**config.mk**
```make
export PLATFORM = sky130hd
export DESIGN_NAME = key_direction
export DESIGN_NICKNAME = d
export VERILOG_FILES = /design/src/rtl/snake_pkg.sv /design/src/rtl/scan_lut.sv /design/src/rtl/key_direction.sv
export SDC_FILE = /design/constraint.sdc
export NUM_CORES = 1
export LEC_CHECK = 0
export ABC_AREA = 1
export ABC_CLOCK_PERIOD_IN_PS = 3100
export CAP_MARGIN = 10
export CORE_ASPECT_RATIO = 0.9
export CORE_UTILIZATION = 50
export CTS_BUF_LIST = sky130_fd_sc_hd__clkbuf_16
export DETAILED_ROUTE_END_ITERATION = 8
export GPL_ROUTABILITY_DRIVEN = 0
export GPL_TIMING_DRIVEN = 0
export PLACE_DENSITY = 0.81
export RECOVER_POWER = 25
export REMOVE_ABC_BUFFERS = 1
export SETUP_SLACK_MARGIN = 0.4
export SYNTH_ARGS = -nofsm -noshare
export SYNTH_HDL_FRONTEND = slang
export SYNTH_SLANG_ARGS = --single-unit
export TNS_END_PERCENT = 1
```
**constraint.sdc**
```tcl
create_clock -name CLK -period 3.1 [get_ports CLK]
set_input_delay 0.62 -clock CLK [delete_from_list [all_inputs] [get_ports CLK]]
set_output_delay 0.62 -clock CLK [all_outputs]
set_load 0.01 [all_outputs]
```
**src/rtl/snake_pkg.sv**
```systemverilog
`default_nettype none
// ============================================================================
//  Module      : snake_pkg
//  Description : Shared types and constants for the keyboard direction path:
//                direction enum, prefix-decoder state enum, PS/2 set-2
//                scan-code constants and a small direction helper.
//  Revision    : 1.0 - initial release
// ============================================================================
package snake_pkg;

    // Encoding is chosen so that opposite directions differ only in bit 0.
    typedef enum logic [1:0] {
        UP    = 2'd0,
        DOWN  = 2'd1,
        LEFT  = 2'd2,
        RIGHT = 2'd3
    } dir_t;

    // Prefix decoder states.
    typedef enum logic [1:0] {
        ST_IDLE    = 2'd0,
        ST_EXT     = 2'd1,
        ST_BRK     = 2'd2,
        ST_EXT_BRK = 2'd3
    } kd_state_t;

    // Prefix bytes and plain keys.
    localparam logic [7:0] c_sc_ext      = 8'hE0;
    localparam logic [7:0] c_sc_brk      = 8'hF0;
    localparam logic [7:0] c_sc_space    = 8'h29;

    // Arrow keys (valid only after the E0 prefix).
    localparam logic [7:0] c_sc_arr_up   = 8'h75;
    localparam logic [7:0] c_sc_arr_down = 8'h72;
    localparam logic [7:0] c_sc_arr_left = 8'h6B;
    localparam logic [7:0] c_sc_arr_rght = 8'h74;

    // WASD keys (unprefixed).
    localparam logic [7:0] c_sc_w        = 8'h1D;
    localparam logic [7:0] c_sc_s        = 8'h1B;
    localparam logic [7:0] c_sc_a        = 8'h1C;
    localparam logic [7:0] c_sc_d        = 8'h23;

    // Opposite direction: flip bit 0 (UP<->DOWN, LEFT<->RIGHT).
    function automatic dir_t opposite_dir(input dir_t d);
        return dir_t'(d ^ 2'b01);
    endfunction

endpackage : snake_pkg
`default_nettype wire

```
**src/rtl/scan_lut.sv**
```systemverilog
`default_nettype none
// ============================================================================
//  Module      : scan_lut
//  Description : Combinational scan-code to direction-request lookup.
//                Extended (E0-prefixed) arrow codes always map; WASD codes
//                map only when they arrive unprefixed and KEY_WASD_EN is
//                defined.
//  Ports       : i_code      - scan-code byte
//                i_ext       - byte follows an E0 prefix
//                o_req_valid - byte is a direction key
//                o_req_dir   - requested direction (UP when not valid)
//  Config      : KEY_WASD_EN - enables the unprefixed WASD mapping
//  Revision    : 1.0 - initial release
// ============================================================================
module scan_lut
    import snake_pkg::*;
(
    input  logic [7:0] i_code,
    input  logic       i_ext,
    output logic       o_req_valid,
    output dir_t       o_req_dir
);

    always_comb begin
        o_req_valid = 1'b0;
        o_req_dir   = UP;
        if (i_ext) begin
            case (i_code)
                c_sc_arr_up:   begin o_req_valid = 1'b1; o_req_dir = UP;    end
                c_sc_arr_down: begin o_req_valid = 1'b1; o_req_dir = DOWN;  end
                c_sc_arr_left: begin o_req_valid = 1'b1; o_req_dir = LEFT;  end
                c_sc_arr_rght: begin o_req_valid = 1'b1; o_req_dir = RIGHT; end
                default:       begin o_req_valid = 1'b0; o_req_dir = UP;    end
            endcase
        end else begin
`ifdef KEY_WASD_EN
            case (i_code)
                c_sc_w:  begin o_req_valid = 1'b1; o_req_dir = UP;    end
                c_sc_s:  begin o_req_valid = 1'b1; o_req_dir = DOWN;  end
                c_sc_a:  begin o_req_valid = 1'b1; o_req_dir = LEFT;  end
                c_sc_d:  begin o_req_valid = 1'b1; o_req_dir = RIGHT; end
                default: begin o_req_valid = 1'b0; o_req_dir = UP;    end
            endcase
`else
            o_req_valid = 1'b0;
            o_req_dir   = UP;
`endif
        end
    end

endmodule : scan_lut
`default_nettype wire

```
**src/rtl/key_direction.sv**
```systemverilog
`default_nettype none
// ============================================================================
//  Module      : key_direction
//  Description : Decodes PS/2 set-2 scan-code bytes into a steering direction
//                and a pause toggle. A four-state prefix decoder tracks E0/F0
//                prefixes; break sequences are swallowed. A pending prefix is
//                abandoned after PREFIX_TMO cycles without a new byte.
//  Ports       : CLK        - system clock, rising edge
//                RESET      - asynchronous active-high reset
//                code       - scan-code byte, synchronous to CLK
//                code_valid - single-cycle strobe qualifying code
//                dir        - current direction (0 UP,1 DOWN,2 LEFT,3 RIGHT)
//                dir_chg    - single-cycle pulse when dir changes
//                paused     - pause flag, toggled by the space make code
//  Params      : START_DIR  - direction after reset
//                PREFIX_TMO - prefix lifetime in CLK cycles
//  Config      : KEY_WASD_EN - also steer with unprefixed W/A/S/D
//  Revision    : 1.0 - initial release
// ============================================================================
module key_direction
    import snake_pkg::*;
#(
    parameter logic [1:0] START_DIR  = 2'd3,
    parameter int         PREFIX_TMO = 1_000_000
) (
    input  logic       CLK,
    input  logic       RESET,
    input  logic [7:0] code,
    input  logic       code_valid,
    output logic [1:0] dir,
    output logic       dir_chg,
    output logic       paused
);

    localparam int                 c_cnt_w   = $clog2(PREFIX_TMO + 1);
    localparam logic [c_cnt_w-1:0] c_cnt_lim = c_cnt_w'(PREFIX_TMO - 1);
    localparam logic [c_cnt_w-1:0] c_cnt_max = '1;
    localparam logic [c_cnt_w-1:0] c_cnt_one = c_cnt_w'(1);

    kd_state_t          r_state;
    kd_state_t          w_state_nxt;
    dir_t               r_dir;
    logic               r_dir_chg;
    logic               r_paused;
    logic [c_cnt_w-1:0] r_cnt;

    logic               w_lut_ext;
    logic               w_lut_valid;
    dir_t               w_lut_dir;
    logic               w_req_en;
    logic               w_accept;
    logic               w_pause_tgl;
    logic               w_timeout;

    // The lookup sees the byte as extended only when it directly follows E0.
    assign w_lut_ext = (r_state == ST_EXT);

    scan_lut u_scan_lut (
        .i_code      (code),
        .i_ext       (w_lut_ext),
        .o_req_valid (w_lut_valid),
        .o_req_dir   (w_lut_dir)
    );

    // A pending prefix expires once the idle counter reaches its limit; a byte
    // arriving in that same cycle wins because code_valid is tested first.
    assign w_timeout = (r_state != ST_IDLE) && (r_cnt >= c_cnt_lim);

    // ------------------------------------------------------------------
    // Next-state and action decode
    // ------------------------------------------------------------------
    always_comb begin
        w_state_nxt = r_state;
        w_req_en    = 1'b0;
        w_pause_tgl = 1'b0;
        if (code_valid) begin
            case (r_state)
                ST_IDLE: begin
                    if (code == c_sc_ext) begin
                        w_state_nxt = ST_EXT;
                    end else if (code == c_sc_brk) begin
                        w_state_nxt = ST_BRK;
                    end else if (code == c_sc_space) begin
                        w_pause_tgl = 1'b1;
                    end else begin
                        // Only WASD can hit here, and only when enabled.
                        w_req_en = 1'b1;
                    end
                end
                ST_EXT: begin
                    if (code == c_sc_brk) begin
                        w_state_nxt = ST_EXT_BRK;
                    end else if (code == c_sc_ext) begin
                        w_state_nxt = ST_EXT;
                    end else begin
                        w_state_nxt = ST_IDLE;
                        w_req_en    = 1'b1;
                    end
                end
                // The byte after a break prefix is the released key: drop it.
                ST_BRK:     w_state_nxt = ST_IDLE;
                ST_EXT_BRK: w_state_nxt = ST_IDLE;
                default:    w_state_nxt = ST_IDLE;
            endcase
        end else if (w_timeout) begin
            w_state_nxt = ST_IDLE;
        end
    end

    // Reversing or re-requesting the current heading is not a change.
    assign w_accept = w_req_en && w_lut_valid &&
                      (w_lut_dir != r_dir) &&
                      (w_lut_dir != opposite_dir(r_dir));

    // ------------------------------------------------------------------
    // Registers
    // ------------------------------------------------------------------
    always_ff @(posedge CLK or posedge RESET) begin
        if (RESET) begin
            r_state   <= ST_IDLE;
            r_dir     <= dir_t'(START_DIR);
            r_dir_chg <= 1'b0;
            r_paused  <= 1'b0;
            r_cnt     <= '0;
        end else begin
            r_state   <= w_state_nxt;
            r_dir_chg <= w_accept;
            if (w_accept) begin
                r_dir <= w_lut_dir;
            end
            if (w_pause_tgl) begin
                r_paused <= ~r_paused;
            end
            // Idle-cycle counter: cleared by any byte, saturates otherwise.
            if (code_valid) begin
                r_cnt <= '0;
            end else if (r_cnt != c_cnt_max) begin
                r_cnt <= r_cnt + c_cnt_one;
            end
        end
    end

    assign dir     = r_dir;
    assign dir_chg = r_dir_chg;
    assign paused  = r_paused;

endmodule : key_direction
`default_nettype wire

```
## Word-level counts from Yosys, hierarchy flattened

Index checks and enable logic that the tools add are counted.

| word-level totals | value |
|---|---|
| flip-flop bits (word level) | 26 |
| logic and storage cells | 59 |

| operators by class | value |
|---|---|
| add/subtract/negate cells | 1 |
| order comparisons | 1 |
| equal/unequal tests | 14 |
| muxes and demuxes | 25 |
| bitwise gates (word level) | 2 |
| reductions and logical operators | 11 |

Operators with widths:

| cell | count |
|---|---|
| $mux 20 | 2 |
| $eq 8x7->1 const B | 4 |
| $add 20x1->20 const B | 1 |
| $ge 20x20->1 const B | 1 |
| $ne 20x20->1 const B | 1 |
| $eq 8x8->1 const B | 2 |
| $mux 1 | 14 |
| $mux 2 | 6 |
| $pmux 2 s3 | 2 |
| $eq 8x6->1 const B | 1 |
| $reduce_bool 2->1 | 3 |
| $eq 2x2->1 const B | 2 |
| $logic_and 1x1->1 | 4 |
| $ne 2x2->1 | 2 |
| $ne 4x4->1 const B | 1 |
| $reduce_or 4->1 | 1 |
| $eq 2x1->1 const B | 1 |
| $logic_not 2->1 | 1 |
| $not 1->1 | 2 |
| $pmux 1 s2 | 1 |
| $reduce_and 2->1 | 1 |
| $reduce_or 2->1 | 1 |

## Logic depth before layout (Yosys ltp)

Gate-level depths: netlist of the first run.

| logic depth | value |
|---|---|
| depth in word-level cells | 9 |
| depth in mapped cells | 10 |

## By module

Synthesis of the first run repeated with hierarchy kept, for this count alone.

| unflattened totals | value |
|---|---|
| cell total of the unflattened synthesis | 289 |
| area, all modules | 1,844.3 µm² |

Modules (own cells, without submodules):

| module | times used | cells an instance | area each (µm²) |
|---|---|---|---|
| key_direction | 1 | 256 | 1,689.1 |
| scan_lut | 1 | 33 | 155.1 |

## Least setup slack after synthesis of the first run

No wires, ideal clock.

| timing | value |
|---|---|
| path type | flip-flop to flip-flop |
| start point | register r_cnt[0] |
| end point | register r_cnt[1] |
| library setup time | 122 ps |
| arrival | 1,374 ps |
| required time | 2,978 ps |
| slack | 1,604 ps |
| cell stages (with the launch flop) | 11 |
| path buffers | 0 |
| cells stage by stage | dfrtp_1 ha_1 nand3_2 nor2_1 nand2_1 inv_1 nand3_2 inv_2 nand2_2 nand3_1 o21ai_1 |

| between the ends | value |
|---|---|
| cells in the longest elaborated chain, start to end | 3 |
| elaborated cells between the ends (all ways) | 5 |
| classes of those cells | add/sub (1); eq/ne (1); mux (2); reduce/logical (1) |

RTL lines:

| element | line | source |
|---|---|---|
| start: declaration | key_direction.sv:45 | `logic [c_cnt_w-1:0] r_cnt;` |
| start signal: assignment | key_direction.sv:138 | `r_cnt <= r_cnt + c_cnt_one;` |
| $add 20x1->20 | key_direction.sv:138 |  |
| $mux 20 | key_direction.sv:137 | `end else if (r_cnt != c_cnt_max) begin` |
| $mux 20 | key_direction.sv:135 | `if (code_valid) begin` |

Several ways; a longest one is shown, not always the timed one. The select of a mux whose other input is x is not followed.
A chain may end at the register's enable or synchronous reset.

## Worst setup path after layout of the first run

| timing | value |
|---|---|
| start point | input port code_valid |
| end point | register r_cnt[12] |

| between the ends | value |
|---|---|
| cells in the longest elaborated chain, start to end | 1 |
| elaborated cells between the ends (all ways) | 2 |
| classes of those cells | mux (1); reduce/logical (1) |

RTL lines:

| element | line | source |
|---|---|---|
| start: declaration | key_direction.sv:29 | `input logic code_valid,` |
| $mux 20 / $reduce_bool 2->1 (equally long branches) | n/a |  |

Several ways; a longest one is shown, not always the timed one.

==> impl_metrics.tcl, run 1 <==
set metrics [dict create \
    place_area_um2 2002 \
    clk_path_buf_depth 2 \
    fill_cells 314 \
    comb_power_share_pct 10.2 \
    cts_setup_buffers 0 \
    cp-start-kind "input port" \
    multi_input_area_um2 999.7 \
    cts_buffers 3 \
    drt_iter0_drc 146 \
    fin_skew_ns 0.004260 \
    fp.dieW_um 66.00 \
    switching_share_pct 22.35 \
    ff_latch_area_um2 653.1 \
    syn_inst 270 \
    synth.avg_cell_area_um2 6.826 \
    insertion_delay_ns 0.26 \
    synth_edf_count 0 \
    grt_pass1_vias 1576 \
    start_util_pct 53.37 \
    min_from "paused$_DFFE_PP0P_" \
    routedWlPerCell_um 12.17 \
    yosysTopAreaCell "dfrtp_1" \
    crit_type "in2reg" \
    root_buffer "clkbuf_16" \
    viasPerCell 5.316 \
    cts-resized-gates 0 \
    pre_cts_slack_ns 0.3970 \
    die-height_um 59.60 \
    cts_tree "yes" \
    yosys.cell_types.count 29 \
    cts.htree.levels 1 \
    grt.overflow.total 0 \
    synth_top_cell_area_share_pct 32.59 \
    p_int_w 0.0006407 \
    grt_usage_pct 23.40 \
    port_buffers 14 \
    period_needed_ns 2.428 \
    crit_required_ns 3.23 \
    final.period_utilization_pct 78.34 \
    async_reset_ff_share_pct 100.0 \
    critical_path_arrival_ns 2.56 \
    post-synth-top-count-cell "nand2_1" \
    antenna_left 0 \
    ys_seq_area_share_pct 35.44 \
    fin_nets 298 \
    final.setup.tns_ns 0 \
    antenna_found_initial 0 \
    setup_viol 0 \
    die_area_um2 3933 \
    netlist_area_um2 1843 \
    syn_to_final_growth_pct 14.32 \
    synth-warning-count 0 \
    p_switching_w 0.0001844 \
    cts_sinks 26 \
    stdcell_area_um2 2107 \
    finalHoldViolCount 0 \
    endpoint_kind "register" \
    grt_pass1_wl_mm 7.017 \
    ys_ff_latch 26 \
    vias 1749 \
    ys_top_cells_by_area "dfrtp_1 (33%), nand2_1 (14%), nand3_1 (8.1%)" \
    worstMarginPinSlew_ns 0.9746 \
    r2r_start "r_cnt[0]$_DFFE_PP0P_" \
    rsz0062_at_grt "false" \
    num_antenna_cells 0 \
    route.detailed.drc 0 \
    setup_ws_ns 0.6715 \
    hpwl_mm 2.914 \
    grt_max_degree 27 \
    status "finished clean" \
    cp_max_fo 18 \
    clk_pin_slew_worst_paths_ns 0.06 \
    powerDensity_nw_per_um2 391.6 \
    clkPwrFrac_pct 45.8 \
    vdd_ir_drop_max_mv 0.3418 \
    max_cap_viol_count 0 \
    finalWirelength_mm 4.003 \
    num_rows 20 \
    core_um2 3453 \
    ioPinCount 15 \
    synth-main-ff-cell "dfrtp_1" \
    drive_above_1_share_pct 11.58 \
    relSlewSlack_pct 34.95 \
    post-place-cells 325 \
    holdBufCountCts 0 \
    synth_common_cells "nand2_1 (70), inv_1 (35), nor2_1 (33), nand3_1 (30), dfrtp_1 (24)" \
    p_seq_share_pct 44.0 \
    stdcell_count 329 \
    hold_path.class "reg2reg" \
    leakage_nw 1.010 \
    first_pass_iters 4 \
    final_max_slew_viol_count 0 \
    setup.worst_path.start "code_valid" \
    fmax_mhz 411.8 \
]
==> state kept, by name (all words and copies together) (netlist names) <==
signal and flops:
r_state 2, r_cnt 20, paused 1, dir_chg 1, dir 2
==> path summary, 6_finish.rpt <==
kind                                         end  slack [ns]  depth (start not counted)
max                        r_cnt[12]$_DFFE_PP0P_        0.67                          4
min                           paused$_DFFE_PP0P_        0.46                          1
max reg2reg                 r_cnt[0]$_DFFE_PP0P_        1.22                          8
min reg2reg                   paused$_DFFE_PP0P_        0.46                          1
max in group asynchronous  r_cnt[16]$_DFFE_PP0P_        1.49                          2
min in group asynchronous      dir_chg$_DFF_PP0_        1.01                          2
==> layout make-up <==
class | count | share of cell area, %
flip-flops and latches | 26 | 31.00
inverters | 41 | 7.304
clock buffers | 3 | 3.563
well taps | 44 | 2.613
repair buffers | 14 | 6.651
clock inverters | 1 | 1.425
multi-input cells | 200 | 47.45
==> power groups by stage <==
stage / clock network (W) / registers (W) / logic (W)
after CTS: 0.000381 / 0.000363 / 0.0000844
after global routing: 0.000398 / 0.000364 / 0.0000967
after detailed placement: 0 / 0.000369 / 0.0000833
after floorplan: 0 / 0.000367 / 0.0000513
final: 0.000378 / 0.000363 / 0.0000843
after global placement: 0 / 0.000369 / 0.0000806
==> kinds of logic (layout without fill, tap and decap cells) <==
family                   after synthesis  after routing  synth area share [%]
flip-flops                            26             26                 35.44
AO/OA/AOI/OAI                         24             24                 7.060
buffers and inverters                 44             59                 10.32
AND/OR/NAND/NOR                      172            172                 45.08
adder cells (fa/ha/maj)                1              1                0.6788
XOR/XNOR                               3              3                 1.426
==> stage by stage <==
stage | util, % | hold WS [ns] | power (W)
finish | 61.01 | 0.4621 | 0.0008251
detailed placement | 57.97 | 0.4579 | 0.0004522
global placement | 57.97 | 0.4570 | 0.0004497
CTS | 61.01 | 0.4692 | 0.0008274
global route | 61.01 | 0.5064 | 0.0008582
floorplan | - | 0.4783 | 0.0004182
==> worst max-delay path, stage by stage <==
cell	delay, ns
clkdlybuf4s50_1	0.70
clkinv_1	0.61
nand3_4	0.48
o21ai_0	0.14
==> per-layer routing <==
layer / vias to the layer above / wire length [um] / global-route usage, %
li1: 898 / - / -
met1: 803 / 1998 / 33.78
met2: 38 / 1734 / 35.28
met3: 10 / 197 / 5.000
met4: 0 / 72 / 6.687
met5: - / 0 / 0
==> layout by cell type, fill, tap and decap left out, types with 3 or more instances in the layout <==
master / count
a21oi_1: 3
clkbuf_16: 3
clkdlybuf4s50_1: 13
dfrtp_1: 24
inv_1: 35
inv_2: 4
nand2_1: 70
nand2_2: 9
nand3_1: 30
nand4_1: 7
nor2_1: 33
nor3_1: 8
nor3_2: 5
o21ai_0: 14
o31ai_1: 3
xor2_1: 3
Power figures use the tool's default switching activity.
==> run 2, diff against run 1 <==
--- a/config.mk
+++ b/config.mk
@@ -6,7 +6,7 @@
 export NUM_CORES = 1
 export LEC_CHECK = 0
 export ABC_AREA = 1
-export ABC_CLOCK_PERIOD_IN_PS = 3100
+export ABC_CLOCK_PERIOD_IN_PS = 2250
 export CAP_MARGIN = 10
 export CORE_ASPECT_RATIO = 0.9
 export CORE_UTILIZATION = 50
==> constraint.sdc (replaced) <==
create_clock -name CLK -period 2.25 [get_ports CLK]
set_input_delay 0.45 -clock CLK [delete_from_list [all_inputs] [get_ports CLK]]
set_output_delay 0.45 -clock CLK [all_outputs]
set_load 0.01 [all_outputs]
==> impl_metrics.tcl, run 2 (synthesized netlist as in run 1, its figures left out) <==
set metrics [dict create \
    pre_cts_slack_ns -0.2830 \
    core_um2 3453 \
    r2r_start "r_cnt[0]$_DFFE_PP0P_" \
    setup.worst_path.start "dir[1]$_DFFE_PP1P_" \
    grt_pass1_wl_mm 7.017 \
    clk_pin_slew_worst_paths_ns 0.07 \
    cp-start-kind "register" \
    drive_above_1_share_pct 14.73 \
    holdPathStages 1 \
    hold_path.class "reg2reg" \
    vias 1780 \
    max_cap_viol_count 0 \
    path_delay_family "flip-flops" \
    vdd_ir_drop_max_mv 0.4717 \
    worstMarginPinSlew_ns 0.9720 \
    antenna_left 0 \
    path_buf_inv 1 \
    final_common_cell "nand2_1" \
    drt_iter0_drc 110 \
    cts_sinks 26 \
    crit_required_ns 1.80 \
    grt_usage_pct 23.40 \
    clk_path_buf_depth 2 \
    finalHoldViolCount 0 \
    hpwl_mm 2.914 \
    fin_nets 305 \
    powerDensity_nw_per_um2 524.3 \
    rsz0062_at_grt "true" \
    period_needed_ns 1.819 \
    crit_cells 1 \
    layout_common_cells "nand2_1 (70), inv_1 (35), nor2_1 (32)" \
    syn_to_final_growth_pct 17.72 \
    grt_pass1_vias 1576 \
    setup_ws_ns 0.4312 \
    cp_max_fo 5 \
    finalWirelength_mm 4.040 \
    num_antenna_cells 0 \
    antenna_found_initial 0 \
    viasPerCell 5.298 \
    crit_type "reg2out" \
    routedWlPerCell_um 12.02 \
    num_rows 20 \
    first_pass_iters 4 \
    endpoint_kind "output port" \
    fmax_mhz 549.8 \
    critical_path_arrival_ns 1.37 \
    relSlewSlack_pct 35.13 \
    status "finished clean" \
    cts_buffers 3 \
    fill_cells 306 \
    hold_ws_ns 0.4623 \
    crit_chain "clkdlybuf4s50_1" \
    min_from "paused$_DFFE_PP0P_" \
    fp.dieW_um 66.00 \
    grt_max_degree 27 \
    cts.htree.levels 1 \
    final.period_utilization_pct 80.84 \
    slowest_delay_ns 0.57 \
    holdBufCountCts 0 \
    route.detailed.drc 0 \
    largest_register_ff_count 20 \
    crit_path_top_delay_cell "dfstp_2" \
    die_area_um2 3933 \
    root_buffer "clkbuf_16" \
    ioPinCount 15 \
    cts_tree "yes" \
    setup_viol 0 \
    grt.overflow.total 0 \
    die-height_um 59.60 \
    fin_skew_ns 0.003245 \
    leakage_nw 1.039 \
    regMostFlops "r_cnt" \
    final_max_slew_viol_count 0 \
    port_buffers 14 \
    start_util_pct 53.37 \
    reg2reg_depth 8 \
    insertion_delay_ns 0.26 \
]
==> run 2: layout make-up <==
cell class	instances	area [um^2]	area share, %
Clock buffer	3	75.07	3.460
Clock inverter	1	30.03	1.384
Multi-Input combinational cell	200	1005	46.31
Sequential cell	26	653.1	30.10
Tap cell	44	55.05	2.537
Timing Repair Buffer	21	192.7	8.881
Inverter	41	158.9	7.324
==> run 2: worst register-to-register path, stage by stage (launching register included) <==
cell     delay [ns]
dfrtp_1        0.47
ha_2           0.29
nand3_2        0.12
inv_2          0.13
nand2_1        0.13
nor2_4         0.14
nand3_4        0.20
buf_4          0.22
nand2_2        0.04
==> run 2: worst paths after layout <==
path	to	slack, ns
min in group asynchronous	dir_chg$_DFF_PP0_	0.85
worst max register to register	r_cnt[4]$_DFFE_PP0P_	0.45
max in group asynchronous	r_cnt[11]$_DFFE_PP0P_	0.81
worst max-delay path	dir[1]	0.43
worst min-delay path	paused$_DFFE_PP0P_	0.46
worst min register to register	paused$_DFFE_PP0P_	0.46
==> run 2: power breakdown <==
group | internal (W) | total (W) | switching (W)
Combinational | 0.0000459 | 0.000117 | 0.0000713
Sequential | 0.000484 | 0.000500 | 0.0000168
Clock | 0.000354 | 0.000520 | 0.000166
==> run 2: through the flow <==
stage	utilization (%)	total power, W	TNS, ns	area, um^2	instances
global placement	57.97	0.0006196	-3.711	2002	325
detailed placement	57.97	0.0006230	-3.929	2002	325
global route	62.83	0.001184	0	2170	336
CTS	61.16	0.001141	0	2112	329
floorplan	-	0.0005762	0	1807	267
finish	62.83	0.001138	0	2170	336
==> run 2: what timing repair did <==
action / CTS / global route
buffers inserted: 0 / 7
cloned: 0 / 0
gates resized for setup: 2 / 2
setup endpoints to repair: 24 / 18
==> run 2: routing by layer <==
metal	GRT usage, %	wire length (um)	vias to the layer above
li1	-	-	916
met1	33.78	1978	798
met2	35.28	1763	52
met3	5.000	207	14
met4	6.687	90	0
met5	0	0	-
==> run 3, diff against run 2 <==
--- a/config.mk
+++ b/config.mk
@@ -6,7 +6,7 @@
 export NUM_CORES = 1
 export LEC_CHECK = 0
 export ABC_AREA = 1
-export ABC_CLOCK_PERIOD_IN_PS = 2250
+export ABC_CLOCK_PERIOD_IN_PS = 1750
 export CAP_MARGIN = 10
 export CORE_ASPECT_RATIO = 0.9
 export CORE_UTILIZATION = 50
==> constraint.sdc (replaced) <==
create_clock -name CLK -period 1.75 [get_ports CLK]
set_input_delay 0.35 -clock CLK [delete_from_list [all_inputs] [get_ports CLK]]
set_output_delay 0.35 -clock CLK [all_outputs]
set_load 0.01 [all_outputs]
==> impl_metrics.tcl, run 3 (synthesized netlist as in run 1, its figures left out) <==
set metrics [dict create \
    status "finished clean" \
    num_antenna_cells 0 \
    grt_pass1_wl_mm 7.797 \
    cts_tree "yes" \
    fmax_mhz 653.7 \
    cp-endpoint "r_cnt[17]$_DFFE_PP0P_" \
    met3WireLength_um 397 \
    powerDensity_nw_per_um2 627.0 \
    crit_required_ns 1.90 \
    topRoutingLayerUsed "met4" \
    insertion_delay_ns 0.26 \
    rsz0062_at_grt "true" \
    grt.overflow.total 0 \
    root_buffer "clkbuf_16" \
    die_area_um2 3933 \
    start_util_pct 53.37 \
    grt_usage_pct 26.31 \
    worstMarginPinSlew_ns 1.152 \
    hold_path.class "reg2reg" \
    wl_met1_mm 2.072 \
    setup_viol 0 \
    fp.dieW_um 66.00 \
    grt_pass1_vias 1680 \
    antenna_found_initial 0 \
    routedWlPerCell_um 14.18 \
    p_int_w 0.001146 \
    endpoint_kind "register" \
    cts_buffers 3 \
    cp_max_fo 2 \
    cp-start-kind "register" \
    hpwl_mm 2.914 \
    switching_share_pct 22.97 \
    clk_path_buf_depth 2 \
    p_seq_share_pct 43.3 \
    fin_util_pct 68.70 \
    syn_to_final_growth_pct 28.72 \
    reg2reg_slack_ns 0.22 \
    period_needed_ns 1.530 \
    finalWirelength_mm 4.848 \
    pre_cts_slack_ns -0.6830 \
    vias 1891 \
    rr_endpoint "r_cnt[17]$_DFFE_PP0P_" \
    fin_nets 311 \
    layout_common_cells "nand2_1 (60), inv_1 (31), nand3_1 (29)" \
    num_rows 20 \
    port_buffers 14 \
    final.period_utilization_pct 87.41 \
    regMostFlops "r_cnt" \
    slowest_delay_ns 0.39 \
    die-height_um 59.60 \
    max_cap_viol_count 0 \
    final_common_cell "nand2_1" \
    setup_ws_ns 0.2203 \
    fin_skew_ns 0.003622 \
    grt_max_degree 27 \
    met2WireLength_mm 2.275 \
    finalHoldViolCount 0 \
    crit_chain "buf_4 -> inv_1 -> nor3_2 -> nand2_1 -> nor2_1 -> nand3_1 -> nand3_1 -> nand2_1" \
    setup.worst_path.start "r_cnt[1]$_DFFE_PP0P_" \
    p_switching_w 0.0003417 \
    core_um2 3453 \
    final_max_slew_viol_count 0 \
    largest_register_ff_count 20 \
    cts_sinks 26 \
    clk_pin_slew_worst_paths_ns 0.07 \
    drt_iter0_drc 135 \
    antenna_left 0 \
    route.detailed.drc 0 \
    vdd_ir_drop_max_mv 0.6178 \
    cts.htree.levels 1 \
    crit_type "reg2reg" \
    comb_power_share_pct 12.1 \
    leakage_nw 1.169 \
    ioPinCount 15 \
    relSlewSlack_pct 22.81 \
    clkPwrFrac_pct 44.6 \
    drive_above_1_share_pct 25.84 \
    r2r_start "r_cnt[1]$_DFFE_PP0P_" \
    fill_cells 260 \
    viasPerCell 5.529 \
    crit_path_top_delay_cell "dfrtp_1" \
    critical_path_arrival_ns 1.68 \
    first_pass_iters 5 \
    reg2reg_depth 8 \
]
[run 3: changes by cell type in the layout (fill, tap and decap cells not counted), moves of 6 or more]
cell | before | now
clkdlybuf4s50_1 | 13 | 3
dlymetal6s2s_1 | 0 | 6
nor2_1 | 32 | 25
nor2_4 | 1 | 7
nand2_2 | 9 | 19
nand2_1 | 70 | 60
[run 3: per-stage QoR]
step / area, um^2 / setup TNS (ns) / power, W / hold WS [ns] / std cells
after floorplan: 1807 / 0 / 0.0007409 / 0.3885 / 267
after global placement: 2002 / -13.03 / 0.0007967 / 0.4570 / 325
after detailed placement: 2002 / -13.34 / 0.0008010 / 0.4579 / 325
after CTS: 2227 / 0 / 0.001477 / 0.4648 / 339
after global routing: 2372 / 0 / 0.001550 / 0.5020 / 342
final: 2372 / 0 / 0.001488 / 0.4576 / 342
[run 3: worst max-delay path, delay by kind of cell, from the launching register on]
kind                   cells  cell delay, ns
and+or+nand+nor            6            0.85
DFF                        1            0.39
buffers and inverters      2            0.18
[run 3: power groups by stage]
stage               sequential, W  combinational (W)  clock (W)
floorplan                0.000650          0.0000909          0
finish                   0.000643           0.000180   0.000664
detailed placement       0.000653           0.000148          0
CTS                      0.000642           0.000162   0.000674
global placement         0.000654           0.000143          0
global route             0.000644           0.000201   0.000705
[run 3: worst min path at each step]
stage / from / slack, ns / cells after the start / endpoint
2_1_floorplan: RESET / 0.39 / 1 / dir_chg$_DFF_PP0_
3_3_place_gp: paused$_DFFE_PP0P_ / 0.46 / 1 / paused$_DFFE_PP0P_
3_5_place_dp: paused$_DFFE_PP0P_ / 0.46 / 1 / paused$_DFFE_PP0P_
4_1_cts: paused$_DFFE_PP0P_ / 0.46 / 1 / paused$_DFFE_PP0P_
5_1_grt: paused$_DFFE_PP0P_ / 0.50 / 1 / paused$_DFFE_PP0P_
6_report: paused$_DFFE_PP0P_ / 0.46 / 1 / paused$_DFFE_PP0P_
[run 3: metal layers]
metal  up-vias  global-route usage [%]
li1        931                       -
met1       854                   37.39
met2        96                   40.52
met3        10                   5.192
met4         0                   7.903
met5         -                       0
[run 3: layout make-up]
type / count / area (um^2) / area share (%)
Sequential cell: 26 / 656.9 / 27.69
Inverter: 41 / 160.2 / 6.751
Clock buffer: 3 / 75.07 / 3.165
Timing Repair Buffer: 26 / 252.7 / 10.65
Multi-Input combinational cell: 201 / 1142 / 48.15
Tap cell: 44 / 55.05 / 2.321
Clock inverter: 1 / 30.03 / 1.266
[run 3: timing repair]
item                                    4_1_cts  5_1_grt
setup buffers                                 9        3
gates resized for setup                      14       42
endpoints found under the setup margin       30       53
hold buffers                                  0        0
pin swaps                                     1        8
gates cloned                                  1        0
